==> src/rtl/pad_stream_bridge.sv <==
// Pad-side bridge: packs IO_WIDTH-bit pad beats into operand words for the divider core and serialises results back out to the pads.
// The optional trailing XOR check beat is enabled by defining PAD_BRIDGE_CHECKBYTE_EN.
module pad_stream_bridge #(
  parameter int IO_WIDTH       = 8,
  parameter int IN_WORD_WIDTH  = 64,
  parameter int SHORT_BEATS    = 4,
  parameter int OUT_WORD_WIDTH = 32
) (
  input  logic                      clk,
  input  logic                      rst_n,
  input  logic                      push_in,
  input  logic [IO_WIDTH-1:0]       data_in_in,
  input  logic                      sign,
  input  logic                      select,
  output logic                      op_valid,
  input  logic                      op_ready,
  output logic [IN_WORD_WIDTH-1:0]  op_data,
  output logic                      op_sign,
  output logic                      op_mode,
  input  logic                      res_valid,
  output logic                      res_ready,
  input  logic [OUT_WORD_WIDTH-1:0] res_data,
  input  logic                      res_sign,
  output logic [IO_WIDTH-1:0]       data_out_out,
  output logic                      sign_out,
  output logic                      pull_out,
  output logic                      ovf_err,
  output logic [1:0]                dbg_out_state
);

  localparam int LONG_BEATS = IN_WORD_WIDTH / IO_WIDTH;
  localparam int OUT_BEATS  = OUT_WORD_WIDTH / IO_WIDTH;
  localparam int ICW = (LONG_BEATS > 1) ? $clog2(LONG_BEATS) : 1;
  localparam int OCW = (OUT_BEATS > 1) ? $clog2(OUT_BEATS) : 1;

  // Handshakes (op_*, res_*): a word moves on any rising clk edge where valid && ready;
  // the source holds valid and data stable until that edge, and ready never waits on valid.

  // ---------------- input assembler ----------------
  logic [ICW-1:0]           in_beat_q;
  logic [IN_WORD_WIDTH-1:0] asm_q, asm_next;
  logic                     mode_q, sign_q;
  logic                     cur_mode, cur_sign, last_beat, load_op, drop_op;

  always_comb begin
    cur_mode = (in_beat_q == '0) ? select : mode_q;
    cur_sign = (in_beat_q == '0) ? sign : sign_q;
    // Beat 0 starts from zero so short words carry no stale upper bits.
    asm_next = (in_beat_q == '0) ? '0 : asm_q;
    for (int i = 0; i < LONG_BEATS; i++) begin
      if (in_beat_q == ICW'(i)) asm_next[i*IO_WIDTH +: IO_WIDTH] = data_in_in;
    end
    last_beat = push_in && (cur_mode ? (in_beat_q == ICW'(LONG_BEATS - 1))
                                     : (in_beat_q == ICW'(SHORT_BEATS - 1)));
    load_op   = last_beat && (!op_valid || op_ready);
    drop_op   = last_beat && op_valid && !op_ready;
  end

  always_ff @(posedge clk or negedge rst_n) begin
    if (!rst_n) begin
      in_beat_q <= '0;
      asm_q     <= '0;
      mode_q    <= 1'b0;
      sign_q    <= 1'b0;
    end else if (push_in) begin
      asm_q     <= asm_next;
      mode_q    <= cur_mode;
      sign_q    <= cur_sign;
      in_beat_q <= last_beat ? '0 : in_beat_q + ICW'(1);
    end
  end

  always_ff @(posedge clk or negedge rst_n) begin
    if (!rst_n) begin
      op_valid <= 1'b0;
      op_data  <= '0;
      op_sign  <= 1'b0;
      op_mode  <= 1'b0;
      ovf_err  <= 1'b0;
    end else begin
      if (load_op) begin
        op_valid <= 1'b1;
        op_data  <= asm_next;
        op_sign  <= cur_sign;
        op_mode  <= cur_mode;
      end else if (op_valid && op_ready) begin
        op_valid <= 1'b0;
      end
      if (drop_op) ovf_err <= 1'b1;
    end
  end

  // ---------------- output serialiser ----------------
  typedef enum logic [1:0] {
    S_IDLE = 2'd0,
    S_SEND = 2'd1
`ifdef PAD_BRIDGE_CHECKBYTE_EN
    , S_CHK = 2'd2
`endif
  } out_state_t;

  out_state_t                state_q, state_next;
  logic [OUT_WORD_WIDTH-1:0] shift_q;
  logic [OCW-1:0]            out_beat_q;
  logic [IO_WIDTH-1:0]       out_q, xor_q;
  logic                      sign_out_q;
  logic                      send_last;

  assign send_last = (out_beat_q == OCW'(OUT_BEATS - 1));

  always_comb begin
    state_next = state_q;
    res_ready  = 1'b0;
    pull_out   = 1'b0;
    case (state_q)
      S_IDLE: begin
        // Gated by rst_n so the core sees no ready while the bridge is held in reset.
        res_ready = rst_n;
        if (res_valid && rst_n) state_next = S_SEND;
      end
      S_SEND: begin
        pull_out = 1'b1;
`ifdef PAD_BRIDGE_CHECKBYTE_EN
        if (send_last) state_next = S_CHK;
`else
        if (send_last) state_next = S_IDLE;
`endif
      end
`ifdef PAD_BRIDGE_CHECKBYTE_EN
      S_CHK: begin
        pull_out   = 1'b1;
        state_next = S_IDLE;
      end
`endif
      default: state_next = S_IDLE;
    endcase
  end

  always_ff @(posedge clk or negedge rst_n) begin
    if (!rst_n) state_q <= S_IDLE;
    else        state_q <= state_next;
  end

  // The pad beat is registered so it stays put in IDLE between words.
  always_ff @(posedge clk or negedge rst_n) begin
    if (!rst_n) begin
      shift_q    <= '0;
      out_beat_q <= '0;
      out_q      <= '0;
      xor_q      <= '0;
      sign_out_q <= 1'b0;
    end else begin
      case (state_q)
        S_IDLE: begin
          if (res_valid) begin
            out_q      <= res_data[IO_WIDTH-1:0];
            xor_q      <= res_data[IO_WIDTH-1:0];
            shift_q    <= res_data >> IO_WIDTH;
            sign_out_q <= res_sign;
            out_beat_q <= '0;
          end
        end
        S_SEND: begin
          if (!send_last) begin
            out_q      <= shift_q[IO_WIDTH-1:0];
            xor_q      <= xor_q ^ shift_q[IO_WIDTH-1:0];
            shift_q    <= shift_q >> IO_WIDTH;
            out_beat_q <= out_beat_q + OCW'(1);
          end
`ifdef PAD_BRIDGE_CHECKBYTE_EN
          else begin
            out_q <= xor_q;
          end
`endif
        end
        default: ;
      endcase
    end
  end

  assign data_out_out  = out_q;
  assign sign_out      = sign_out_q;
  assign dbg_out_state = state_q;

endmodule
==> config.mk <==
export PLATFORM = sky130hd
export DESIGN_NAME = pad_stream_bridge
export DESIGN_NICKNAME = d
export VERILOG_FILES = /design/src/rtl/pad_stream_bridge.sv
export SDC_FILE = /design/constraint.sdc
export NUM_CORES = 1
export LEC_CHECK = 0
export BUFFER_PORTS_ARGS = -buffer_cell sky130_fd_sc_hd__buf_2
export CAP_MARGIN = 20
export CORE_UTILIZATION = 50
export CTS_BUF_LIST = sky130_fd_sc_hd__clkbuf_2 sky130_fd_sc_hd__clkbuf_4 sky130_fd_sc_hd__clkbuf_8
export DETAILED_ROUTE_END_ITERATION = 16
export HOLD_SLACK_MARGIN = 0.15
export MAX_ROUTING_LAYER = met4
export PLACE_DENSITY = 0.82
export SYNTH_ARGS = -nofsm -noshare
export SYNTH_HDL_FRONTEND = slang
export SYNTH_SLANG_ARGS = --single-unit
==> constraint.sdc <==
create_clock -name clk -period 5.89 [get_ports clk]
set_input_delay 0 -clock clk [delete_from_list [all_inputs] [get_ports clk]]
set_output_delay 0 -clock clk [all_outputs]
set_load 0.02 [all_outputs]
==> qor.yml <==
min_period_ns: 3.47
start_util_pct: 51.9
grt_setup_unrepaired: "false"
cts_resized: 0
gp_congestion: 0.776
power.density_mw_per_mm2: 530
vdd_drop_max_uv: 327
cts.sinks: 173
first_pass_iters: 5
critPathTopFamily: "multiplexers"
tightest_slew_ns: 1.02
synth_area_mm2: 0.00801
grt_util_all_layers_pct: 24.4
syn-num-nets: 741
final-instance-count-excl-fill: 1066
grt_antenna_before_repair: 0
endpoint_kind: "flip-flop"
via_per_inst: 5.37
crit_type: "reg -> reg"
port_buffers: 127
wire_per_inst_um: 17.8
die_h_um: 129
drv_slew: 0
dieWidth_um: 129
synth_seq_cells: 173
ys_seq_area_share_pct: 54.0
crit_arrival_ns: 3.81
hold_viol: 0
die_area_mm2: 0.0165
clk_pin_slew_worst_paths_ns: 0.09
post-route-period-util_pct: 58.9
cts_hold_buf: 57
boundaryPins: 129
synth_area_per_cell_um2: 11.7
critPathSlowestCell: "mux2i_4"
htreeDepth: 4
fmax_mhz: 288
min_path_type: "in -> async"
maxSlewHeadroom_pct: 31.8
insertion_delay_ns: 0.46
cts_setup_buffers: 0
netlist_instances: 686
synthDistinctLibCells: 28
root_buffer: "clkbuf_8"
critPathLaunchType: "flip-flop"
grt_max_degree: 106
cts_tree: "done"
outcome: "finished clean"
drtIter0Drc: 351
crit_required_ns: 6.24
num_rows: 45
grt.overflow.total: 0
vias: 5724
worst-path-max-fanout: 47
clockBufferDepth: 2
layout-drive-gt1-share_pct: 32.3
area_growth_pct: 21.8
wirelength_um: 18900
post-dp-hpwl_um: 11000
crit_chain: "inv_1 -> ha_1 -> nand3_1 -> mux2i_4 -> buf_12 -> mux2_2"
placed_cells: 975
grt_pass1_vias: 5701
total_power_mw: 5.18
synth_warnings: 0
critPathBufInv: 2
cts_buffers: 17
maxCapViolations: 0
ant_nets: 0
fin_nets: 896
remaining_drc_errors: 0
final-setup-viol-count: 0
coreArea_mm2: 0.0154
grt_pass1_wl_um: 29600
max_stage_delay_ns: 0.71
finClkSkew_ns: 0.0140
fin_tns_setup_ns: 0
leakagePower_nw: 4.68
==> sequential cells by signal, summed over array words and instances (netlist names), 2 cells and up <==
signal,cells
asm_q,64
data_out_out,8
in_beat_q,3
op_data,64
out_beat_q,2
shift_q,24
==> final timing paths <==
kind / slack, ns / depth (start not counted) / end / startpoint
worst max register to register: 2.42 / 6 / op_data[63]$_DFFE_PN0P_ / in_beat_q[2]$_DFFE_PN0P_
worst max-delay path: 2.42 / 6 / op_data[63]$_DFFE_PN0P_ / in_beat_q[2]$_DFFE_PN0P_
min in group clk: 0.39 / 4 / data_out_out[7]$_DFFE_PN0P_ / res_data[7]
max in group asynchronous: 4.23 / 3 / op_data[3]$_DFFE_PN0P_ / rst_n
worst min register to register: 0.51 / 2 / ovf_err$_DFFE_PN0P_ / ovf_err$_DFFE_PN0P_
worst min-delay path: 0.24 / 2 / op_data[36]$_DFFE_PN0P_ / rst_n
==> cell usage after synthesis <==
master	number	area share, %
inv_1	31	1.5
a21oi_1	59	3.7
and2_1	1	0.078
mux2i_4	1	0.28
clkbuf_1	39	1.8
mux2_4	33	6.2
mux2i_1	68	8.5
nand2_1	44	2.1
a22o_1	18	2.0
buf_1	5	0.23
nand4_1	1	0.078
o31ai_1	1	0.094
buf_2	1	0.062
dfrtp_1	173	54
nor2b_1	4	0.31
o2bb2ai_1	1	0.11
conb_1	1	0.047
nand2b_1	4	0.31
buf_6	6	0.84
o21ai_0	35	2.2
o21ai_1	2	0.12
nand3_1	11	0.69
mux2_2	74	10
buf_4	3	0.28
xnor2_1	1	0.11
o22ai_1	2	0.16
ha_1	7	1.1
nor2_1	60	2.8
==> kinds of logic after synthesis <==
family	Yosys count	synth area share [%]
AO/OA/AOI/OAI	118	8.32
XOR/XNOR	1	0.109
adder cells (fa/ha/maj)	7	1.09
buffers and inverters	85	4.70
flip-flops	173	54.0
multiplexers	176	25.4
other	1	0.0468
AND/OR/NAND/NOR	125	6.34
==> layout by cell type, fill, tap and decap left out, types with 2 or more instances in the layout <==
cell type / instances
dlygate4sd3_1: 57
clkinvlp_4: 3
mux2_2: 74
mux2_4: 33
ha_1: 7
clkinv_2: 2
buf_2: 126
buf_4: 4
clkinv_4: 2
nand3_1: 11
nand2_1: 44
nor2_1: 60
o22ai_1: 2
nand2b_1: 4
mux2i_1: 67
mux2i_4: 2
nor2b_1: 4
o21ai_1: 2
a22o_1: 18
bufinv_16: 3
a21oi_1: 58
inv_1: 31
o21ai_0: 35
clkbuf_8: 20
dfrtp_1: 172
buf_12: 2
==> metrics by stage <==
step / hold slack [ns] / cell area (um2) / worst slack [ns] / util (%)
2_1_floorplan: -0.296 / 8010 / 3.59 / -
3_3_place_gp: 0.179 / 8730 / 2.59 / 56.6
3_5_place_dp: 0.205 / 8730 / 2.45 / 56.6
4_1_cts: 0.265 / 9740 / 2.44 / 63.1
5_1_grt: 0.299 / 9760 / 2.21 / 63.3
6_report: 0.238 / 9760 / 2.42 / 63.3
==> final cells by class <==
| class | count | area [um2] |
|---|---|---|
| sequential | 173 | 4330 |
| antenna | 1 | 2.50 |
| clock buffer | 20 | 275 |
| fill | 1187 | 5670 |
| tap | 211 | 264 |
| timing repair buffer | 190 | 1280 |
| inverter | 31 | 116 |
| multi-input combinational | 428 | 3330 |
| clock inverter | 12 | 160 |
==> power breakdown <==
group          leakage (nW)  switching, mW  total, mW  internal (mW)
clock                 0.213          0.437      0.894          0.457
combinational          2.29           1.25       2.24          0.990
sequential             2.17          0.322       2.04           1.72
==> layer usage <==
layer  wire (um)  global-route usage [%]  part of all wire (%)  vias up
li1            -                       -                     -     2664
met1        7920                    29.8                    42     2820
met2        9550                    39.9                    50      200
met3        1050                    5.11                   5.6       40
met4         410                    8.86                   2.2        0
met5           0                       -                     0        -
Note: power is estimated with default switching activity, not from simulation.
